===== src/rtl/chimp_game_if.sv =====
// rtl/chimp_game_if.sv - button, renderer-lookup and status bundle for the chimp game controller
// Ports: btn_up/down/left/right/sel move and select pulses; rd_row/rd_col lookup address;
//        rd_number looked-up cell value; state, p_row, p_col, level, expected game status.
interface chimp_game_if;
  logic       btn_up;
  logic       btn_down;
  logic       btn_left;
  logic       btn_right;
  logic       btn_sel;
  logic [1:0] rd_row;
  logic [1:0] rd_col;
  logic [3:0] rd_number;
  logic [2:0] state;
  logic [1:0] p_row;
  logic [1:0] p_col;
  logic [3:0] level;
  logic [3:0] expected;

  modport master (
    output btn_up, btn_down, btn_left, btn_right, btn_sel, rd_row, rd_col,
    input  rd_number, state, p_row, p_col, level, expected
  );

  modport slave (
    input  btn_up, btn_down, btn_left, btn_right, btn_sel, rd_row, rd_col,
    output rd_number, state, p_row, p_col, level, expected
  );
endinterface


===== src/rtl/chimp_game_ctrl.sv =====
// rtl/chimp_game_ctrl.sv - chimp memory test game controller for a 3x3 grid
// Ports: clk system clock; reset async active-high; gif (slave) carries buttons,
//        renderer lookup address/data and the registered game status outputs.
module chimp_game_ctrl #(
  parameter int          START_LEVEL = 3,
  parameter int          MAX_LEVEL   = 9,
  parameter logic [15:0] LFSR_SEED   = 16'hACE1
) (
  input logic         clk,
  input logic         reset,
  chimp_game_if.slave gif
);

  // PLACE is internal only; it reports as 0 on the state output.
  localparam logic [2:0] S_IDLE   = 3'd0;
  localparam logic [2:0] S_SHOW   = 3'd1;
  localparam logic [2:0] S_HIDDEN = 3'd2;
  localparam logic [2:0] S_WIN    = 3'd3;
  localparam logic [2:0] S_LOSE   = 3'd4;
  localparam logic [2:0] S_PLACE  = 3'd5;

  localparam logic [3:0] START_L = 4'(START_LEVEL);
  localparam logic [3:0] MAX_L   = 4'(MAX_LEVEL);

  logic [2:0]  fsm;
  logic [2:0]  fsm_nxt;
  logic [15:0] lfsr;
  logic [3:0]  board [9];
  logic [3:0]  cnt;
  logic [3:0]  cur_idx;
  logic [3:0]  rd_idx;
  logic [3:0]  plc_idx;
  logic [3:0]  cur_val;
  logic        plc_hit;
  logic        start_place;
  logic        playing;

  always_comb begin
    cur_idx     = {2'b00, gif.p_row} * 4'd3 + {2'b00, gif.p_col};
    rd_idx      = {2'b00, gif.rd_row} * 4'd3 + {2'b00, gif.rd_col};
    plc_idx     = lfsr[3:0];
    cur_val     = board[cur_idx];
    playing     = (fsm == S_SHOW) || (fsm == S_HIDDEN);
    start_place = gif.btn_sel && ((fsm == S_IDLE) || (fsm == S_WIN) || (fsm == S_LOSE));
    // A candidate cell is only taken while numbers remain to be placed.
    plc_hit = 1'b0;
    if ((fsm == S_PLACE) && (plc_idx < 4'd9) && (cnt <= gif.level))
      plc_hit = (board[plc_idx] == 4'd0);

    fsm_nxt = fsm;
    case (fsm)
      S_IDLE, S_WIN, S_LOSE: if (gif.btn_sel) fsm_nxt = S_PLACE;
      // cnt has moved past level once the last number was written.
      S_PLACE: if (cnt > gif.level) fsm_nxt = S_SHOW;
      S_SHOW, S_HIDDEN: begin
        if (gif.btn_sel && (cur_val != 4'd0)) begin
          if (cur_val == gif.expected)
            fsm_nxt = (gif.expected == gif.level) ? S_WIN : S_HIDDEN;
          else
            fsm_nxt = S_LOSE;
        end
      end
      default: fsm_nxt = S_IDLE;
    endcase
  end

  always_ff @(posedge clk or posedge reset) begin
    if (reset) begin
      fsm           <= S_IDLE;
      gif.state     <= S_IDLE;
      lfsr          <= LFSR_SEED;
      cnt           <= 4'd1;
      gif.p_row     <= 2'd0;
      gif.p_col     <= 2'd0;
      gif.level     <= START_L;
      gif.expected  <= 4'd1;
      gif.rd_number <= 4'd0;
      for (int i = 0; i < 9; i++) board[i] <= 4'd0;
    end else begin
      lfsr      <= {lfsr[14:0], lfsr[15] ^ lfsr[13] ^ lfsr[12] ^ lfsr[10]};
      fsm       <= fsm_nxt;
      gif.state <= (fsm_nxt == S_PLACE) ? S_IDLE : fsm_nxt;
      // Reads see the board before this edge's writes (old value on collision).
      gif.rd_number <= ((gif.rd_row == 2'd3) || (gif.rd_col == 2'd3)) ? 4'd0 : board[rd_idx];

      if (start_place) begin
        for (int i = 0; i < 9; i++) board[i] <= 4'd0;
        cnt <= 4'd1;
        if (fsm == S_WIN)
          gif.level <= (gif.level < MAX_L) ? gif.level + 4'd1 : MAX_L;
        else if (fsm == S_LOSE)
          gif.level <= START_L;
      end

      if (plc_hit) begin
        board[plc_idx] <= cnt;
        cnt            <= cnt + 4'd1;
      end

      if ((fsm == S_PLACE) && (cnt > gif.level))
        gif.expected <= 4'd1;

      if (playing) begin
        if (gif.btn_sel) begin
          // expected is never 0 here, so a match implies a non-empty cell.
          if (cur_val == gif.expected) begin
            board[cur_idx] <= 4'd0;
            gif.expected   <= gif.expected + 4'd1;
          end
        end else if (gif.btn_up) begin
          if (gif.p_row != 2'd0) gif.p_row <= gif.p_row - 2'd1;
        end else if (gif.btn_down) begin
          if (gif.p_row < 2'd2) gif.p_row <= gif.p_row + 2'd1;
        end else if (gif.btn_left) begin
          if (gif.p_col != 2'd0) gif.p_col <= gif.p_col - 2'd1;
        end else if (gif.btn_right) begin
          if (gif.p_col < 2'd2) gif.p_col <= gif.p_col + 2'd1;
        end
      end
    end
  end

endmodule


===== src/flat_wrapper.sv =====
// flat-port wrapper written by rule: the top's interface ports become plain ports
module chimp_game_ctrl_flat 
#(
  parameter int          START_LEVEL = 3,
  parameter int          MAX_LEVEL   = 9,
  parameter logic [15:0] LFSR_SEED   = 16'hACE1
)
  (clk, reset, gif_btn_up, gif_btn_down, gif_btn_left, gif_btn_right, gif_btn_sel, gif_rd_row, gif_rd_col, gif_rd_number, gif_state, gif_p_row, gif_p_col, gif_level, gif_expected);
  chimp_game_if gif_i ();
  input logic clk;
  input logic reset;
  input wire logic [$bits(gif_i.btn_up)-1:0] gif_btn_up;
  input wire logic [$bits(gif_i.btn_down)-1:0] gif_btn_down;
  input wire logic [$bits(gif_i.btn_left)-1:0] gif_btn_left;
  input wire logic [$bits(gif_i.btn_right)-1:0] gif_btn_right;
  input wire logic [$bits(gif_i.btn_sel)-1:0] gif_btn_sel;
  input wire logic [$bits(gif_i.rd_row)-1:0] gif_rd_row;
  input wire logic [$bits(gif_i.rd_col)-1:0] gif_rd_col;
  output wire logic [$bits(gif_i.rd_number)-1:0] gif_rd_number;
  output wire logic [$bits(gif_i.state)-1:0] gif_state;
  output wire logic [$bits(gif_i.p_row)-1:0] gif_p_row;
  output wire logic [$bits(gif_i.p_col)-1:0] gif_p_col;
  output wire logic [$bits(gif_i.level)-1:0] gif_level;
  output wire logic [$bits(gif_i.expected)-1:0] gif_expected;
  assign gif_i.btn_up = gif_btn_up;
  assign gif_i.btn_down = gif_btn_down;
  assign gif_i.btn_left = gif_btn_left;
  assign gif_i.btn_right = gif_btn_right;
  assign gif_i.btn_sel = gif_btn_sel;
  assign gif_i.rd_row = gif_rd_row;
  assign gif_i.rd_col = gif_rd_col;
  assign gif_rd_number = gif_i.rd_number;
  assign gif_state = gif_i.state;
  assign gif_p_row = gif_i.p_row;
  assign gif_p_col = gif_i.p_col;
  assign gif_level = gif_i.level;
  assign gif_expected = gif_i.expected;
  chimp_game_ctrl #(.START_LEVEL(START_LEVEL), .MAX_LEVEL(MAX_LEVEL), .LFSR_SEED(LFSR_SEED)) u_core (.clk(clk), .reset(reset), .gif(gif_i));
endmodule

===== config.mk =====
export PLATFORM = sky130hd
export DESIGN_NAME = chimp_game_ctrl_flat
export DESIGN_NICKNAME = d
export VERILOG_FILES = /design/src/rtl/chimp_game_if.sv /design/src/rtl/chimp_game_ctrl.sv /design/src/flat_wrapper.sv
export SDC_FILE = /design/constraint.sdc
export NUM_CORES = 1
export LEC_CHECK = 0
export BUFFER_PORTS_ARGS = -buffer_cell sky130_fd_sc_hd__buf_2
export CORE_ASPECT_RATIO = 1.2
export CORE_UTILIZATION = 30
export CTS_CLUSTER_SIZE = 14
export DETAILED_ROUTE_END_ITERATION = 8
export PLACE_DENSITY_LB_ADDON = 0.25
export SYNTH_ARGS = -nofsm -noshare
export SYNTH_HDL_FRONTEND = slang
export SYNTH_SLANG_ARGS = --single-unit

===== constraint.sdc =====
create_clock -name clk -period 4.62 [get_ports clk]
set_input_delay 0.462 -clock clk [delete_from_list [all_inputs] [get_ports clk]]
set_output_delay 0.462 -clock clk [all_outputs]
set_load 0.02 [all_outputs]

* Word-level counts from Yosys, hierarchy flattened
Index checks and enable logic that the tools add are counted.
** Word-level totals
- Output and inout port bits :: 19
- Bits in registers :: 78
- Word-level logic and storage cells :: 135
** Operators by class
- Add/subtract/negate cells :: 9
- Magnitude comparators :: 11
- Bitwise operators :: 11
- Reduce and logical (&&, ||, !) cells :: 27
- Multiplexer cells :: 45
- Eq/ne operators :: 12
- Multipliers :: 2
** Operators by type and width (count)
- $mux W36 :: 5
- $mux W4 :: 18
- $bmux W4 S4 :: 3
- $and A36 B36 Y36 :: 1
- $bwmux W36 :: 1
- $not A36 Y36 :: 1
- $demux W4 S4 :: 2
- $mux W2 :: 8
- $reduce_bool A2 Y1 :: 8
- $ge A5 B5 Y1 const B :: 3
- $mux W3 :: 5
- $not A4 Y5 :: 3
- $add A4 B1 Y4 const B :: 3
- $lt A5 B1 Y1 const B :: 2
- $eq A3 B3 Y1 const B :: 3
- $pmux W3 S3 :: 1
- $add A4 B2 Y4 :: 2
- $eq A4 B4 Y1 :: 2
- $lt A4 B4 Y1 const B :: 2
- $mul A2 B2 Y4 const B :: 2
- $logic_and A1 B1 Y1 :: 7
- $reduce_and A7 Y1 :: 1
- $eq A3 B2 Y1 const B :: 2
- $reduce_and A5 Y1 :: 1
- other kinds (18) :: 31

* Depth between registers and ports, before layout
- Depth in word-level cells :: 12
- Gate-level depth with buffers :: 15
- Depth with buffers taken out :: 11

* Least setup slack after synthesis
Ideal clock, no wire load.
- Path type :: flip-flop to flip-flop
- Start point :: register u_core.gif.p_row[1]
- End point :: register u_core.gif.state[0]
- Buffers on the path :: 1
- Arrival time :: 3729 ps
- Required time :: 4501 ps
- Cell stages (with the launch flop) :: 13
- Slack :: 772 ps
- Cells stage by stage :: dfrtp_1 > fa_1 > ha_1 > fa_1 > buf_2 > nor3_1 > a222oi_1 > and3_1 > o22a_2 > o2111a_4 > a2111oi_2 > o32ai_2 > and2_1
** On the way
- Word-level cells in the longest chain between the ends :: 12
** Ends and longest elaborated chain
- start, declared :: RTL line chimp_game_if.sv:26 : output rd_number, state, p_row, p_col, level, expected
- start signal, assigned :: RTL line chimp_game_ctrl.sv:111 : if (gif.p_row != 2'd0) gif.p_row <= gif.p_row - 2'd1;
- start signal, assigned :: RTL line chimp_game_ctrl.sv:113 : if (gif.p_row < 2'd2) gif.p_row <= gif.p_row + 2'd1;
- $mul A2 B2 Y4 (*) :: RTL line chimp_game_ctrl.sv:39 : cur_idx = {2'b00, gif.p_row} * 4'd3 + {2'b00, gif.p_col};
- $add A4 B2 Y4 (*) :: RTL line chimp_game_ctrl.sv:39
- $not A4 Y5 (implied by the code) (*) :: RTL line chimp_game_ctrl.sv:42 : cur_val = board[cur_idx];
- $bmux W4 S4 (*) :: RTL line chimp_game_ctrl.sv:42
- $mux W4 (implied by the code) (*) (2 in a row) :: RTL line chimp_game_ctrl.sv:42
- $eq A4 B4 Y1 or $reduce_bool A4 Y1 (tied branches) :: RTL line chimp_game_ctrl.sv:57, chimp_game_ctrl.sv:56
- $mux W3 or $logic_and A1 B1 Y1 (tied branches) :: RTL line chimp_game_ctrl.sv:57, chimp_game_ctrl.sv:56
- $mux W3 (*) :: RTL line chimp_game_ctrl.sv:56 : if (gif.btn_sel && (cur_val != 4'd0)) begin
- $pmux W3 S3 (*) :: RTL line chimp_game_ctrl.sv:51 : case (fsm)
- named net u_core.fsm_nxt[0] :: RTL line chimp_game_ctrl.sv:26 : logic [2:0] fsm_nxt;
- $eq A3 B3 Y1 :: RTL line chimp_game_ctrl.sv:82 : gif.state <= (fsm_nxt == S_PLACE) ? S_IDLE : fsm_nxt;
- $mux W3 (*) :: RTL line chimp_game_ctrl.sv:82
- end signal, assigned :: RTL line chimp_game_ctrl.sv:82
- end, declared :: RTL line chimp_game_if.sv:26
The timed path passes the listed nets; every way through them passes the cells marked *. The select of a mux whose other input is x is not followed.
A chain may end at the register's enable or synchronous reset.

* Worst setup path after layout
- Start point :: register u_core.gif.p_row[1]
- End point :: register u_core.gif.expected[3]
** On the way
- Word-level cells in the longest chain between the ends :: 10
** Ends and longest elaborated chain
- $mul A2 B2 Y4 :: RTL line chimp_game_ctrl.sv:39
- $add A4 B2 Y4 :: RTL line chimp_game_ctrl.sv:39
- $not A4 Y5 (implied by the code) :: RTL line chimp_game_ctrl.sv:42
- $bmux W4 S4 :: RTL line chimp_game_ctrl.sv:42
- $mux W4 (implied by the code) (2 in a row) :: RTL line chimp_game_ctrl.sv:42
- $eq A4 B4 Y1 :: RTL line chimp_game_ctrl.sv:106 : if (cur_val == gif.expected) begin
- $mux W4 :: RTL line chimp_game_ctrl.sv:106
- $mux W4 :: RTL line chimp_game_ctrl.sv:104 : if (gif.btn_sel) begin
- $mux W4 :: RTL line chimp_game_ctrl.sv:103 : if (playing) begin
- end signal, assigned :: RTL line chimp_game_ctrl.sv:108 : gif.expected <= gif.expected + 4'd1;
- end, declared :: RTL line chimp_game_if.sv:26
No other way between the ends. The select of a mux whose other input is x is not followed.

==> results.md <==
- Syn_nets: 461
- Worst skew pair latency: 0.34 ns
- Final nets: 484
- Die height: ~140 microns
- Die area: 15,600 sq um
- Final wirelength: roughly 12 mm
- CTS tree: built
- Synth top area share: 35.9%
- Fin. Hold Viols: 0
- N_diodes: 0
- Worst reg2reg setup slack: 0.35 ns
- CP endpoint: u_core.gif.expected[3]
- Fmax: 234 MHz
- Most frequent cells in the layout: 65 x dfrtp_1, 49 x nor2_1, 36 x a22oi_1
- Mapped Cells: 431
- Die X: 114 microns
- Area delta synth->final: 13.5%
- Post-cts repair resize count: 0
- Vias in the first global route: 3,553
- Crit path capture type: register
- DP Wirelength: 8.35 mm
- H-tree level count: 3
- Initial antenna violation count: 0
- EDFF count, synth: 0
- Worst slew margin: 35.9%
- Largest net degree at the start of global routing: roughly 80
- Post-route ant nets: 0
- Lkg Pwr: 0.00232 uW
- Global-route wire length before repair: 18.9 mm
- Fin util: 35.3%
- Largest cells by area after synthesis: dfrtp_1 36%, dfstp_2 7.0%, a22oi_1 6.0%
- Syn_area_per_cell: 10.5 sq um
- Rows: 48
- Worst Setup Path Type: register to register
- # clock sinks: between 70 and 80
- Asr flop ratio synth: 100%
- Postcts setup bufs: 0
- MaxCap Viol Count: 0
- Vias: 3,632
- DRT Pass-1 Iters: 5
- Number of buffers created by CTS: 9
- WP data required: 4.88 ns
- Peak VDD IR: 0.000321 V
- Maximum clock path buffer count: 2
- # DRC: 0
- RSZ-0062 raised after global routing: false
- Post-synthesis sequential area ratio: 42.9%
- Reg2reg start: u_core.gif.p_row[1]
- Via density per instance: 5.51
- Mapped Area: 4530 sq um
- Most common cell after layout, fill and taps aside: dfrtp_1
- CP Data Arrival Time: 4.53 ns
- Largest area contributor in the netlist: dfrtp_1
- CP Launch Point: u_core.gif.p_row[1]
- Hold Path Class: register to register
- CTS Root Cell: clkbuf_16
- Clock-pin slew on the worst setup and hold paths: 0.06 ns
- Share of cells above drive strength 1: 20.7%
- Least-Margin Pin Slew: 0.962 ns
- FF-to-FF path depth: 11
- CTS Hold Buffers Added: 0
- Final setup TNS: 0 ns
- Synth Flop Type: dfrtp_1
- Netlist cell types: 60
- Clock Skews: 0.00382 ns
- IO Count: 30
- Fin crit period: ~4.3 ns
- Buffers on Ports: 29
- Core outline area: 14,500 sq um
- Gr ovfl total: 0
- Number of DRC markers in iteration 0: 312
- Crit Path Max Fanout: 20
- GPL Wtd Cong: between 0.8 and 0.9
- Flops & latches, synth: between 70 and 80
- Period utilisation layout: between 90% and 100%
- Status: finished, final reports clean
- Global-route usage over all layers: 16.0%
- Power per Cell Area: 656 nW/um^2
- Slew Limit Fails: 0
- DR WL/cell: 17.7 microns
- Setup violators final: 0
- Initial Utilization: 31.1%
- Crit start category: register
- Synth warn: 0
- R2R Path End: u_core.gif.expected[3]
layout make-up:
class | instances | area, sq um
Timing Repair Buffer | 36 | 198
Fill cell | 1474 | 9400
Clock inverter | 7 | 58.8
Inverter | 20 | 75.1
Sequential cell | 77 | 1940
Multi-Input combinational cell | 310 | 2390
Tap cell | 200 | 250
Clock buffer | 9 | 225
worst max-delay path, stage by stage, from the launching register on:
cell and delay, ns:
dfrtp_1 0.50, fa_1 0.48, ha_1 0.22, fa_1 0.61, or4b_1 0.59, a222oi_1 0.38, and3_1 0.22, o22a_2 0.16
o2111a_4 0.26, and3_4 0.35, and4_1 0.24, mux2i_1 0.18
logic make-up after synthesis:
| logic type | count (synthesis) | synth area share (%) |
|---|---|---|
| multiplexers | 30 | 10.2 |
| XOR/XNOR | 10 | 1.94 |
| adder cells (fa/ha/maj) | 19 | 5.92 |
| flip-flops | 77 | 42.9 |
| AO/OA/AOI/OAI | 112 | 18.0 |
| AND/OR/NAND/NOR | 139 | 16.6 |
| buffers and inverters | 44 | 4.34 |
cells in the mapped netlist, types with 10 or more instances:
master,n
mux4_2,10
o21ai_0,13
nor3_1,10
inv_1,20
nand2_1,16
clkbuf_1,15
a31oi_1,13
a21oi_1,16
mux2i_1,14
dfstp_2,12
nand2b_1,10
ha_1,15
dfrtp_1,65
a22oi_1,36
nor2_1,49
routing by layer:
metal	track usage, %	up-vias	share of wire, %
li1	-	1666	-
met1	19.5	1821	43
met2	27.3	124	50
met3	2.70	21	4.5
met4	7.72	0	3.0
met5	0	-	0
flip-flops by register name (all words and copies together) (netlist names), 3 cells and up:
signal,cells
u_core.gif.expected,4
u_core.cnt,4
u_core.gif.state,3
u_core.board,36
u_core.lfsr,16
u_core.gif.level,4
u_core.gif.rd_number,4
worst min path at each step:
stage / from / end / slack (ns) / depth (start not counted)
2_1_floorplan: u_core.lfsr[8] / u_core.lfsr[9] / 0.33 / 0
3_3_place_gp: u_core.lfsr[8] / u_core.lfsr[9] / 0.34 / 0
3_5_place_dp: u_core.lfsr[14] / u_core.lfsr[15] / 0.34 / 0
4_1_cts: u_core.lfsr[5] / u_core.lfsr[6] / 0.36 / 0
5_1_grt: u_core.lfsr[5] / u_core.lfsr[6] / 0.36 / 0
6_report: u_core.lfsr[9] / u_core.lfsr[10] / 0.35 / 0
power breakdown:
group          internal, uW  leakage (uW)  switching (uW)
Sequential              768       0.00101             176
Combinational           701       0.00118            1050
Clock                   370      0.000133             300
through the flow:
stage / cell area, sq um / instances / setup WS, ns / power [uW] / hold slack, ns
after floorplan: 4530 / 431 / 0.772 / 2240 / 0.331
after global placement: 4850 / 643 / 0.504 / 2670 / 0.336
after detailed placement: 4850 / 643 / 0.451 / 2690 / 0.341
after CTS: 5140 / 659 / 0.393 / 3370 / 0.359
after global routing: 5140 / 659 / 0.148 / 3600 / 0.363
final: 5140 / 659 / 0.351 / 3370 / 0.355
Note: power is estimated with default switching activity, not from simulation.
